**src/rtl/stream_demux_1_to_2_pkg.sv**
```systemverilog
// Shared definitions for the 1:2 packet stream demultiplexer: FSM state
// encoding, destination codes and the destination decode helper.
package stream_demux_1_to_2_pkg;

    typedef enum logic [1:0] {
        ST_IDLE  = 2'd0,
        ST_PKT_A = 2'd1,
        ST_PKT_B = 2'd2
    } state_e;

    localparam logic DEST_A = 1'b0;
    localparam logic DEST_B = 1'b1;

    // Between packets the source chooses the destination; inside a packet
    // the destination is locked to the one captured on the first beat.
    function automatic logic state_dest(input state_e st, input logic sel);
        logic dest;
        case (st)
            ST_PKT_A: dest = DEST_A;
            ST_PKT_B: dest = DEST_B;
            default:  dest = sel;
        endcase
        return dest;
    endfunction

endpackage

```
**src/rtl/stream_demux_1_to_2_stream_out_stage.sv**
```systemverilog
// One-entry valid/ready register slice. The upstream may load it whenever
// it is free, including the cycle in which the held beat drains.
module stream_out_stage #(
    parameter int WIDTH = 8
) (
    input  logic             clk,
    input  logic             rst_n,
    input  logic             load,
    input  logic [WIDTH-1:0] in_data,
    input  logic             in_last,
    output logic             free,
    output logic [WIDTH-1:0] out_data,
    output logic             out_last,
    output logic             out_valid,
    input  logic             out_ready
);

    logic [WIDTH-1:0] data_q, data_d;
    logic             last_q, last_d;
    logic             valid_q, valid_d;

    assign free = !valid_q || out_ready;

    always_comb begin
        data_d  = data_q;
        last_d  = last_q;
        valid_d = valid_q;
        if (load) begin
            data_d  = in_data;
            last_d  = in_last;
            valid_d = 1'b1;
        end else if (out_ready) begin
            valid_d = 1'b0;
        end
    end

    always_ff @(posedge clk or negedge rst_n) begin
        if (!rst_n) begin
            data_q  <= '0;
            last_q  <= 1'b0;
            valid_q <= 1'b0;
        end else begin
            data_q  <= data_d;
            last_q  <= last_d;
            valid_q <= valid_d;
        end
    end

    assign out_data  = data_q;
    assign out_last  = last_q;
    assign out_valid = valid_q;

endmodule

```
**src/rtl/stream_demux_1_to_2.sv**
```systemverilog
// Routes whole packets from one valid/ready stream to output A or B and
// counts the packets completed on each output.
module stream_demux_1_to_2
    import stream_demux_1_to_2_pkg::*;
#(
    parameter int WIDTH = 8,
    parameter int CNT_W = 16
) (
    input  logic             clk,
    input  logic             rst_n,
    input  logic [WIDTH-1:0] s_data,
    input  logic             s_sel,
    input  logic             s_last,
    input  logic             s_valid,
    output logic             s_ready,
    output logic [WIDTH-1:0] a_data,
    output logic             a_last,
    output logic             a_valid,
    input  logic             a_ready,
    output logic [WIDTH-1:0] b_data,
    output logic             b_last,
    output logic             b_valid,
    input  logic             b_ready,
    output logic [CNT_W-1:0] cnt_a,
    output logic [CNT_W-1:0] cnt_b,
    output logic             busy
);

    state_e           state_q, state_d;
    logic [CNT_W-1:0] cnt_a_q, cnt_a_d;
    logic [CNT_W-1:0] cnt_b_q, cnt_b_d;
    logic             dest;
    logic             accept;
    logic             a_free, b_free;
    logic             a_load, b_load;

    assign dest    = state_dest(state_q, s_sel);
    assign s_ready = (dest == DEST_B) ? b_free : a_free;
    assign accept  = s_valid && s_ready;
    assign a_load  = accept && (dest == DEST_A);
    assign b_load  = accept && (dest == DEST_B);

    always_comb begin
        state_d = state_q;
        case (state_q)
            ST_IDLE: begin
                if (accept && !s_last) begin
                    state_d = (s_sel == DEST_B) ? ST_PKT_B : ST_PKT_A;
                end
            end
            ST_PKT_A, ST_PKT_B: begin
                if (accept && s_last) begin
                    state_d = ST_IDLE;
                end
            end
            default: state_d = ST_IDLE;
        endcase
    end

    // A packet counts as delivered only when its last beat leaves the stage.
    always_comb begin
        cnt_a_d = cnt_a_q;
        cnt_b_d = cnt_b_q;
        if (a_valid && a_ready && a_last) begin
            cnt_a_d = cnt_a_q + {{(CNT_W-1){1'b0}}, 1'b1};
        end
        if (b_valid && b_ready && b_last) begin
            cnt_b_d = cnt_b_q + {{(CNT_W-1){1'b0}}, 1'b1};
        end
    end

    always_ff @(posedge clk or negedge rst_n) begin
        if (!rst_n) begin
            state_q <= ST_IDLE;
            cnt_a_q <= '0;
            cnt_b_q <= '0;
        end else begin
            state_q <= state_d;
            cnt_a_q <= cnt_a_d;
            cnt_b_q <= cnt_b_d;
        end
    end

    stream_out_stage #(.WIDTH(WIDTH)) u_stage_a (
        .clk       (clk),
        .rst_n     (rst_n),
        .load      (a_load),
        .in_data   (s_data),
        .in_last   (s_last),
        .free      (a_free),
        .out_data  (a_data),
        .out_last  (a_last),
        .out_valid (a_valid),
        .out_ready (a_ready)
    );

    stream_out_stage #(.WIDTH(WIDTH)) u_stage_b (
        .clk       (clk),
        .rst_n     (rst_n),
        .load      (b_load),
        .in_data   (s_data),
        .in_last   (s_last),
        .free      (b_free),
        .out_data  (b_data),
        .out_last  (b_last),
        .out_valid (b_valid),
        .out_ready (b_ready)
    );

    assign cnt_a = cnt_a_q;
    assign cnt_b = cnt_b_q;
    assign busy  = (state_q != ST_IDLE);

endmodule

```
**config.mk**
```make
export PLATFORM = sky130hd
export DESIGN_NAME = stream_demux_1_to_2
export DESIGN_NICKNAME = d
export VERILOG_FILES = /design/src/rtl/stream_demux_1_to_2_pkg.sv /design/src/rtl/stream_demux_1_to_2_stream_out_stage.sv /design/src/rtl/stream_demux_1_to_2.sv
export SDC_FILE = /design/constraint.sdc
export NUM_CORES = 1
export LEC_CHECK = 0
export BUFFER_PORTS_ARGS = -buffer_cell sky130_fd_sc_hd__buf_2
export CORE_AREA = 8 8 97 99
export CTS_CLUSTER_SIZE = 14
export DETAILED_ROUTE_END_ITERATION = 10
export DIE_AREA = 0 0 105 107
export GPL_TIMING_DRIVEN = 0
export SYNTH_ARGS = -nofsm -noshare
export SYNTH_HDL_FRONTEND = slang
export SYNTH_SLANG_ARGS = --single-unit
export TNS_END_PERCENT = 5
```
**constraint.sdc**
```tcl
create_clock -name clk -period 1.7 [get_ports clk]
set_input_delay 0.51 -clock clk [delete_from_list [all_inputs] [get_ports clk]]
set_output_delay 0.51 -clock clk [all_outputs]
set_load 0.01 [all_outputs]
```
==> results of run 1 <==
[layout make-up]
type	instances	area [um2]
Multi-Input combinational cell	118	963
Clock inverter	2	16.3
Fill cell	816	4960
Inverter	6	22.5
Clock buffer	6	82.6
Sequential cell	54	1350
Buffer	3	31.3
Tap cell	105	131
Timing Repair Buffer	70	364
[state kept, by name (all words and copies together), names as in the netlist]
name / cells
cnt_a: 16
cnt_b: 16
u_stage_a.out_data: 8
u_stage_b.out_data: 8
state_q: 2
u_stage_a.out_last: 1
u_stage_a.out_valid: 1
u_stage_b.out_last: 1
u_stage_b.out_valid: 1
[kinds of logic (layout without fill, tap and decap cells)]
group | count (synthesis) | in the layout | synth area share
simple gates | 59 | 59 | 0.150
mux | 21 | 21 | 0.102
compound gates | 4 | 4 | 0.0141
buf+inv | 9 | 87 | 0.0162
flops | 54 | 54 | 0.583
fa+ha+maj | 4 | 4 | 0.0216
xor+xnor | 30 | 30 | 0.113
[stage by stage]
stage / std cells / setup slack (ns)
6_report: 364 / -0.508
5_1_grt: 364 / -0.570
4_1_cts: 364 / -0.525
3_5_place_dp: 354 / -0.246
3_3_place_gp: 354 / -0.236
2_1_floorplan: 181 / -0.0553
[layer usage]
layer | routed length, um | share of wire
met1 | 2280 | 0.47
met2 | 2160 | 0.44
met3 | 411 | 0.084
met4 | 12 | 0.0025
met5 | 0 | 0
[cell usage after synthesis (2+ instances only)]
cell,count
nand2_1,16
nand2b_1,3
nor2_1,8
nand4_1,5
dfrtp_1,54
buf_2,3
xor2_1,8
nor3_1,2
ha_1,4
inv_1,6
and3_1,5
mux2_2,20
nand3_1,10
xnor2_1,22
nand3b_1,2
[power by group through the flow]
stage | registers (mW) | logic, mW | clock network, mW
after detailed placement | 1.92 | 1.44 | 0
final | 1.88 | 1.52 | 0.768
after floorplan | 2.04 | 0.711 | 0
after global routing | 1.94 | 1.68 | 0.863
after global placement | 1.90 | 1.41 | 0
after CTS | 1.89 | 1.57 | 0.816
[path summary, 6_finish.rpt]
path | from | end | slack [ns] | cells after the start
min in group clk | s_data[2] | u_stage_b.out_data[2] | 0.45 | 2
max in group asynchronous | rst_n | u_stage_a.out_data[1] | 1.00 | 1
max reg2reg | state_q[0] | u_stage_b.out_data[0] | -0.13 | 7
min | rst_n | cnt_a[11] | 0.24 | 1
min reg2reg | cnt_b[15] | cnt_b[15] | 0.47 | 1
max | state_q[0] | s_ready | -0.51 | 5
[timing repair]
item,CTS,global route
setup endpoints to repair,21,23
pin swaps,4,0
setup buffers,2,0
gates resized for setup,9,1
==> impl_metrics.tcl, run 1 <==
set metrics [dict create \
    outcome "finished with violations" \
    violations "negative setup slack" \
    power_mw 4.18 \
    rsz0062_at_grt "yes" \
    viasPerCell 4.45 \
    rows 33 \
    wire_per_inst_um 13.4 \
    hp-class "primary input to async pin" \
    setup_ws_ns -0.508 \
    pwr_density_cell_nw_per_um2 1410 \
    pwr-share-clk 0.184 \
    num_antenna_cells 0 \
    hold_viol 0 \
    busiest_layer "met2" \
    worstSetupPathType "flop to primary output" \
    dieWidth_um 105 \
    synth_largest_area_cell "dfrtp_1" \
    path_clk_slew_ns 0.10 \
    netlist_area_um2 2320 \
    finalCoreUtilization 0.374 \
    drt_iter0_drc 30 \
    grt_max_degree 55 \
    layout.nets 277 \
    p_int_mw 2.77 \
    ys_ff_latch 54 \
    grt_pass1_wl_um 8350 \
    crit_chain "inv_2, ha_4, mux2i_4, mux2_4, buf_6" \
    port_buffers 68 \
    hold_ws_ns 0.237 \
    swShare 0.337 \
    syn_avg_cell_area_um2 12.8 \
    grt_pass1_vias 1697 \
    crit_required_ns 1.19 \
    drive_gt1_frac 0.432 \
    cp_slowest_stage_delay_ns 0.37 \
    grt_usage 0.0897 \
    start_util 0.292 \
    antenna_found_initial 0 \
    synth_flop_cell "dfrtp_1" \
    setup_viol 21 \
    worst-path-buf-inv 2 \
    combPwrFrac 0.365 \
    routabilityCongestion 0.738 \
    overflow 0 \
    grt_use_met2 0.142 \
    die_area_um2 11200 \
    tightest_slew_ns 0.686 \
    vdd_drop_max_mv 0.696 \
    synth_edf_count 0 \
    fp.coreArea_um2 7930 \
    vias 1619 \
    period_share 1.30 \
    postPlaceCellArea_um2 2810 \
    cap_violations 0 \
    skew_ns 0.00928 \
    clk_path_buf_depth 2 \
    htree_levels 2 \
    hold_buffers 0 \
    area_delta_synth_final_pct 27.9 \
    p_leak_nw 1.48 \
    gr-usage-met1 0.109 \
    drt-total-wl_um 4870 \
    synthTopCellsByArea "dfrtp_1 (58%), mux2_2 (9.7%), xnor2_1 (8.3%)" \
    synth.top_cell.area_share 0.583 \
    cts_tree "yes" \
    critPathLaunchType "flop" \
    seq_area_frac_synth 0.583 \
    insertion_delay_ns 0.30 \
    fmax_ghz 0.453 \
    fin_area_um2 2960 \
    use_met3 0.0426 \
    syn_inst 181 \
    timing.final.crit_period_ns 2.21 \
    final_cell_mix "buf_2 (67), dfrtp_1 (54), xnor2_1 (22), mux2_2 (19), nand2_1 (16)" \
    cts_sinks 54 \
    ys_types 28 \
    dp_hpwl_um 3690 \
    cp_top_family "multiplexers" \
    switchingPower_mw 1.41 \
    cp_slowest_cell "dfrtp_1" \
    seq_power_share 0.451 \
    slew_viol_final 0 \
    antenna_left 0 \
    pin_count 69 \
    cts_buffers 5 \
    crit_arrival_ns 1.70 \
    fin_tns_setup_ns -1.92 \
    synthArstFlopShare 1.00 \
    mostFrequentLayoutCell "buf_2" \
    clock-root-buffer "clkbuf_8" \
    synth_nets 200 \
    cp-end-kind "primary output" \
    dr.pass1.iters 4 \
    route.detailed.drc 0 \
    yosysWarnings 0 \
    slew_headroom 0.542 \
    die_h_um 107 \
    cp_max_fo 2 \
]
Note: power is estimated with default switching activity, not from simulation.
==> run 2: changes to the inputs <==
Clock period 1.7 ns to 2.4 ns, I/O delays scaled along.
==> impl_metrics.tcl, run 2 (synthesis results as in run 1) <==
set metrics [dict create \
    timing.final.crit_period_ns 2.40 \
    port_buffers 68 \
    die_h_um 107 \
    hp-class "primary input to async pin" \
    cp_slowest_cell "dfrtp_1" \
    area_delta_synth_final_pct 26.1 \
    routabilityCongestion 0.699 \
    htree_levels 2 \
    p_leak_nw 1.46 \
    slew_viol_final 0 \
    cts_tree "yes" \
    drt-total-wl_um 4950 \
    tightest_slew_ns 0.688 \
    insertion_delay_ns 0.30 \
    violations "negative setup slack" \
    finalCoreUtilization 0.368 \
    reg2reg_to "u_stage_b.out_data[1]" \
    overflow 0 \
    antenna_found_initial 0 \
    cts_buffers 5 \
    power_mw 2.88 \
    grt_pass1_wl_um 8210 \
    outcome "finished with violations" \
    setup_viol 1 \
    crit_arrival_ns 1.68 \
    worstSetupPathType "flop to primary output" \
    cp_slowest_stage_delay_ns 0.36 \
    vdd_drop_max_mv 0.497 \
    slew_headroom 0.541 \
    start_util 0.292 \
    placedCellCount 354 \
    clock-root-buffer "clkbuf_8" \
    clk_path_buf_depth 2 \
    skew_ns 0.0107 \
    nFillCells 804 \
    die_area_um2 11200 \
    mostFrequentLayoutCell "buf_2" \
    fmax_ghz 0.416 \
    grt_max_degree 55 \
    setup_ws_ns -0.00116 \
    routedLengthMet1_um 2250 \
    antenna_left 0 \
    crit_chain "inv_1, ha_4, mux2i_4, mux2_4, buf_6" \
    dr.pass1.iters 6 \
    r2r-start "state_q[1]" \
    dieWidth_um 105 \
    multiInputGateArea_um2 956 \
    route.detailed.drc 0 \
    viasPerCell 4.41 \
    final_cell_mix "buf_2 (69), dfrtp_1 (54), xnor2_1 (22), mux2_2 (19), nand2_1 (16)" \
    dr_wl_met3_um 340 \
    grt_pass1_vias 1722 \
    num_antenna_cells 0 \
    r2r_slack_ns 0.46 \
    dr_wl_met2_um 2330 \
    cp_max_fo 2 \
    cp-end-kind "primary output" \
    rsz0062_at_grt "yes" \
    layout.nets 277 \
    finalNonFillerCells 363 \
    top_layer "met4" \
    reg2reg_depth 7 \
    period_share 1.00 \
    drt_iter0_drc 48 \
    cap_violations 0 \
    pin_count 69 \
    vias 1601 \
    final-seq-area_um2 1350 \
    grt_usage 0.0890 \
    fin_area_um2 2920 \
    drive_gt1_frac 0.415 \
    critPathLaunchType "flop" \
    crit_required_ns 1.68 \
    pwr_density_cell_nw_per_um2 985 \
    rows 33 \
    hold_viol 0 \
    wire_per_inst_um 13.6 \
    fp.coreArea_um2 7930 \
    cts_sinks 54 \
    postPlaceCellArea_um2 2790 \
    path_clk_slew_ns 0.10 \
    dp_hpwl_um 3780 \
]
[run 2: changes by cell type in the layout (fill, tap and decap cells not counted)]
cell / before / now
clkbuf_8: 6 / 5
clkbuf_1: 0 / 1
inv_2: 2 / 1
buf_8: 1 / 0
nand3_2: 1 / 0
buf_6: 2 / 1
inv_6: 1 / 0
nor2_2: 1 / 0
inv_1: 4 / 5
nor2_1: 7 / 8
buf_2: 67 / 69
nand3_1: 9 / 10
[run 2: final cells by class]
cell class / count / share of cell area
sequential: 54 / 0.463
multi-input combinational: 118 / 0.327
timing repair buffer: 70 / 0.125
tap: 105 / 0.0450
clock buffer: 6 / 0.0249
inverter: 6 / 0.00771
buffer: 3 / 0.00514
clock inverter: 1 / 0.00257
[run 2: per-layer routing]
metal,vias to the layer above,GRT usage
met1,783,0.104
met2,46,0.147
met5,-,0
met3,4,0.0372
li1,768,-
met4,0,0.0255
[run 2: how the worst max path moves through the flow]
stage / startpoint / slack [ns] / end / cells after the start
2_1_floorplan: state_q[1] / 0.37 / s_ready / 4
3_3_place_gp: s_sel / 0.12 / s_ready / 4
3_5_place_dp: s_sel / 0.11 / s_ready / 4
4_1_cts: state_q[0] / -0.02 / s_ready / 5
5_1_grt: state_q[0] / -0.07 / s_ready / 5
6_report: state_q[1] / -0.001 / s_ready / 5
[run 2: worst max-delay path, delay by kind of cell (launching register included)]
kind	cells	cell delay [ns]
adder cells (fa/ha/maj)	1	0.28
buffers and inverters	2	0.19
flip-flops	1	0.36
multiplexers	2	0.56
[run 2: power by group]
group          total (mW)  leakage (nW)  internal [mW]  switching (mW)
sequential           1.34         0.689           1.15           0.184
combinational        1.05         0.730          0.546           0.505
clock               0.486        0.0373          0.201           0.285
[run 2: repair_timing]
item,in CTS,in global routing
endpoints found under the setup margin,1,1
resized for setup,6,0
hold buffers,0,0
buffers inserted,2,0
pin swaps,0,0
[run 2: through the flow]
step / worst slack, ns / setup TNS (ns) / hold WS (ns)
after global placement: 0.120 / 0 / 0.452
final: -0.00116 / -0.00116 / 0.450
after floorplan: 0.372 / 0 / 0.424
after CTS: -0.0239 / -0.0239 / 0.469
after global routing: -0.0653 / -0.0653 / 0.485
after detailed placement: 0.112 / 0 / 0.451
==> run 3: changes to the inputs <==
Settings changed: SLEW_MARGIN from default to 20.
Clock period 2.4 ns to 2.7 ns, I/O delays scaled along.
==> impl_metrics.tcl, run 3 (synthesis results as in run 1) <==
set metrics [dict create \
    dp_hpwl_um 3760 \
    hold_buffers 0 \
    fp.coreArea_um2 7930 \
    antenna_found_initial 0 \
    worst-path-buf-inv 2 \
    hp-class "flop to flop" \
    grt_pass1_wl_um 8160 \
    wire_per_inst_um 13.7 \
    die_h_um 107 \
    antenna_left 0 \
    setup_viol 0 \
    path_clk_slew_ns 0.10 \
    clk_path_buf_depth 2 \
    layout.nets 276 \
    drt_iter0_drc 23 \
    vdd_drop_max_mv 0.426 \
    crit_required_ns 1.89 \
    port_buffers 68 \
    num_antenna_cells 0 \
    cp_top_family "multiplexers" \
    mostFrequentLayoutCell "buf_2" \
    rows 33 \
    htree_levels 2 \
    dr.pass1.iters 4 \
    critPathLaunchType "flop" \
    slew_headroom 0.540 \
    start_util 0.292 \
    cts_sinks 54 \
    route.detailed.drc 0 \
    area_delta_synth_final_pct 25.0 \
    clock-root-buffer "clkbuf_8" \
    die_area_um2 11200 \
    hold_viol 0 \
    final_cell_mix "buf_2 (70), dfrtp_1 (54), xnor2_1 (22), mux2_2 (20), nand2_1 (16)" \
    cp_max_fo 3 \
    insertion_delay_ns 0.30 \
    pwr_density_cell_nw_per_um2 864 \
    tightest_slew_ns 0.690 \
    fin_tns_setup_ns 0 \
    drive_gt1_frac 0.409 \
    vias 1598 \
    cp_slowest_stage_delay_ns 0.37 \
    grt_pass1_vias 1709 \
    fmax_ghz 0.387 \
    dieWidth_um 105 \
    crit_arrival_ns 1.77 \
    routabilityCongestion 0.699 \
    grt_usage 0.0886 \
    r2r_slack_ns 0.83 \
    worstSetupPathType "flop to primary output" \
    pin_count 69 \
    power_mw 2.50 \
    outcome "completed" \
    hold_ws_ns 0.463 \
    overflow 0 \
    rsz0062_at_grt "no" \
    grt_max_degree 55 \
    drt-total-wl_um 4950 \
    cap_violations 0 \
    crit_chain "inv_1, ha_4, mux2i_2, mux2_2, buf_2" \
    cts_tree "yes" \
    slew_viol_final 0 \
    skew_ns 0.0106 \
    cts_buffers 5 \
    p_leak_nw 1.44 \
    cp_slowest_cell "dfrtp_1" \
    cp-end-kind "primary output" \
    viasPerCell 4.41 \
    timing.final.crit_period_ns 2.58 \
    period_share 0.957 \
]
-- run 3: changes by cell type in the layout (fill, tap and decap cells not counted), sizes merged --
cell  previous run  this run
buf             73        72
-- run 3: area by class of cell --
class                      count  area [um2]
fill                         803        5030
sequential                    54        1350
multi-input combinational    118         943
timing repair buffer          69         350
tap                          105         131
clock buffer                   6        72.6
inverter                       6        22.5
buffer                         3        15.0
clock inverter                 1        7.51
-- run 3: final timing paths --
path	start	to	cells past startpoint
setup / recovery	state_q[1]	s_ready	5
hold / removal	cnt_b[15]	cnt_b[15]	1
setup reg to reg	state_q[1]	u_stage_b.out_data[1]	6
hold reg to reg	cnt_b[15]	cnt_b[15]	1
max in group asynchronous	rst_n	u_stage_a.out_last	1
min in group asynchronous	rst_n	cnt_a[13]	1
-- run 3: per-layer routing --
layer,GRT usage,vias up,part of all wire
met5,0,-,0
met4,0.0255,0,0.0069
met3,0.0396,4,0.071
met2,0.146,42,0.48
met1,0.102,786,0.44
li1,-,766,-
-- run 3: what timing repair did --
| item | CTS | global route |
|---|---|---|
| setup buffers | 0 | 1 |
| endpoints found under the setup margin | 0 | 1 |
| resized for setup | 0 | 2 |
-- run 3: metrics by stage --
step	instance area (um2)	util	std cells	setup slack (ns)
floorplan	2320	-	181	0.513
global placement	2790	0.352	354	0.240
detailed placement	2790	0.352	354	0.236
CTS	2870	0.362	361	0.0590
global route	2890	0.365	362	0.0314
finish	2890	0.365	362	0.117
-- run 3: report_power, final --
group          internal, mW  switching, mW
clock                 0.179          0.251
combinational         0.448          0.430
sequential             1.03          0.165
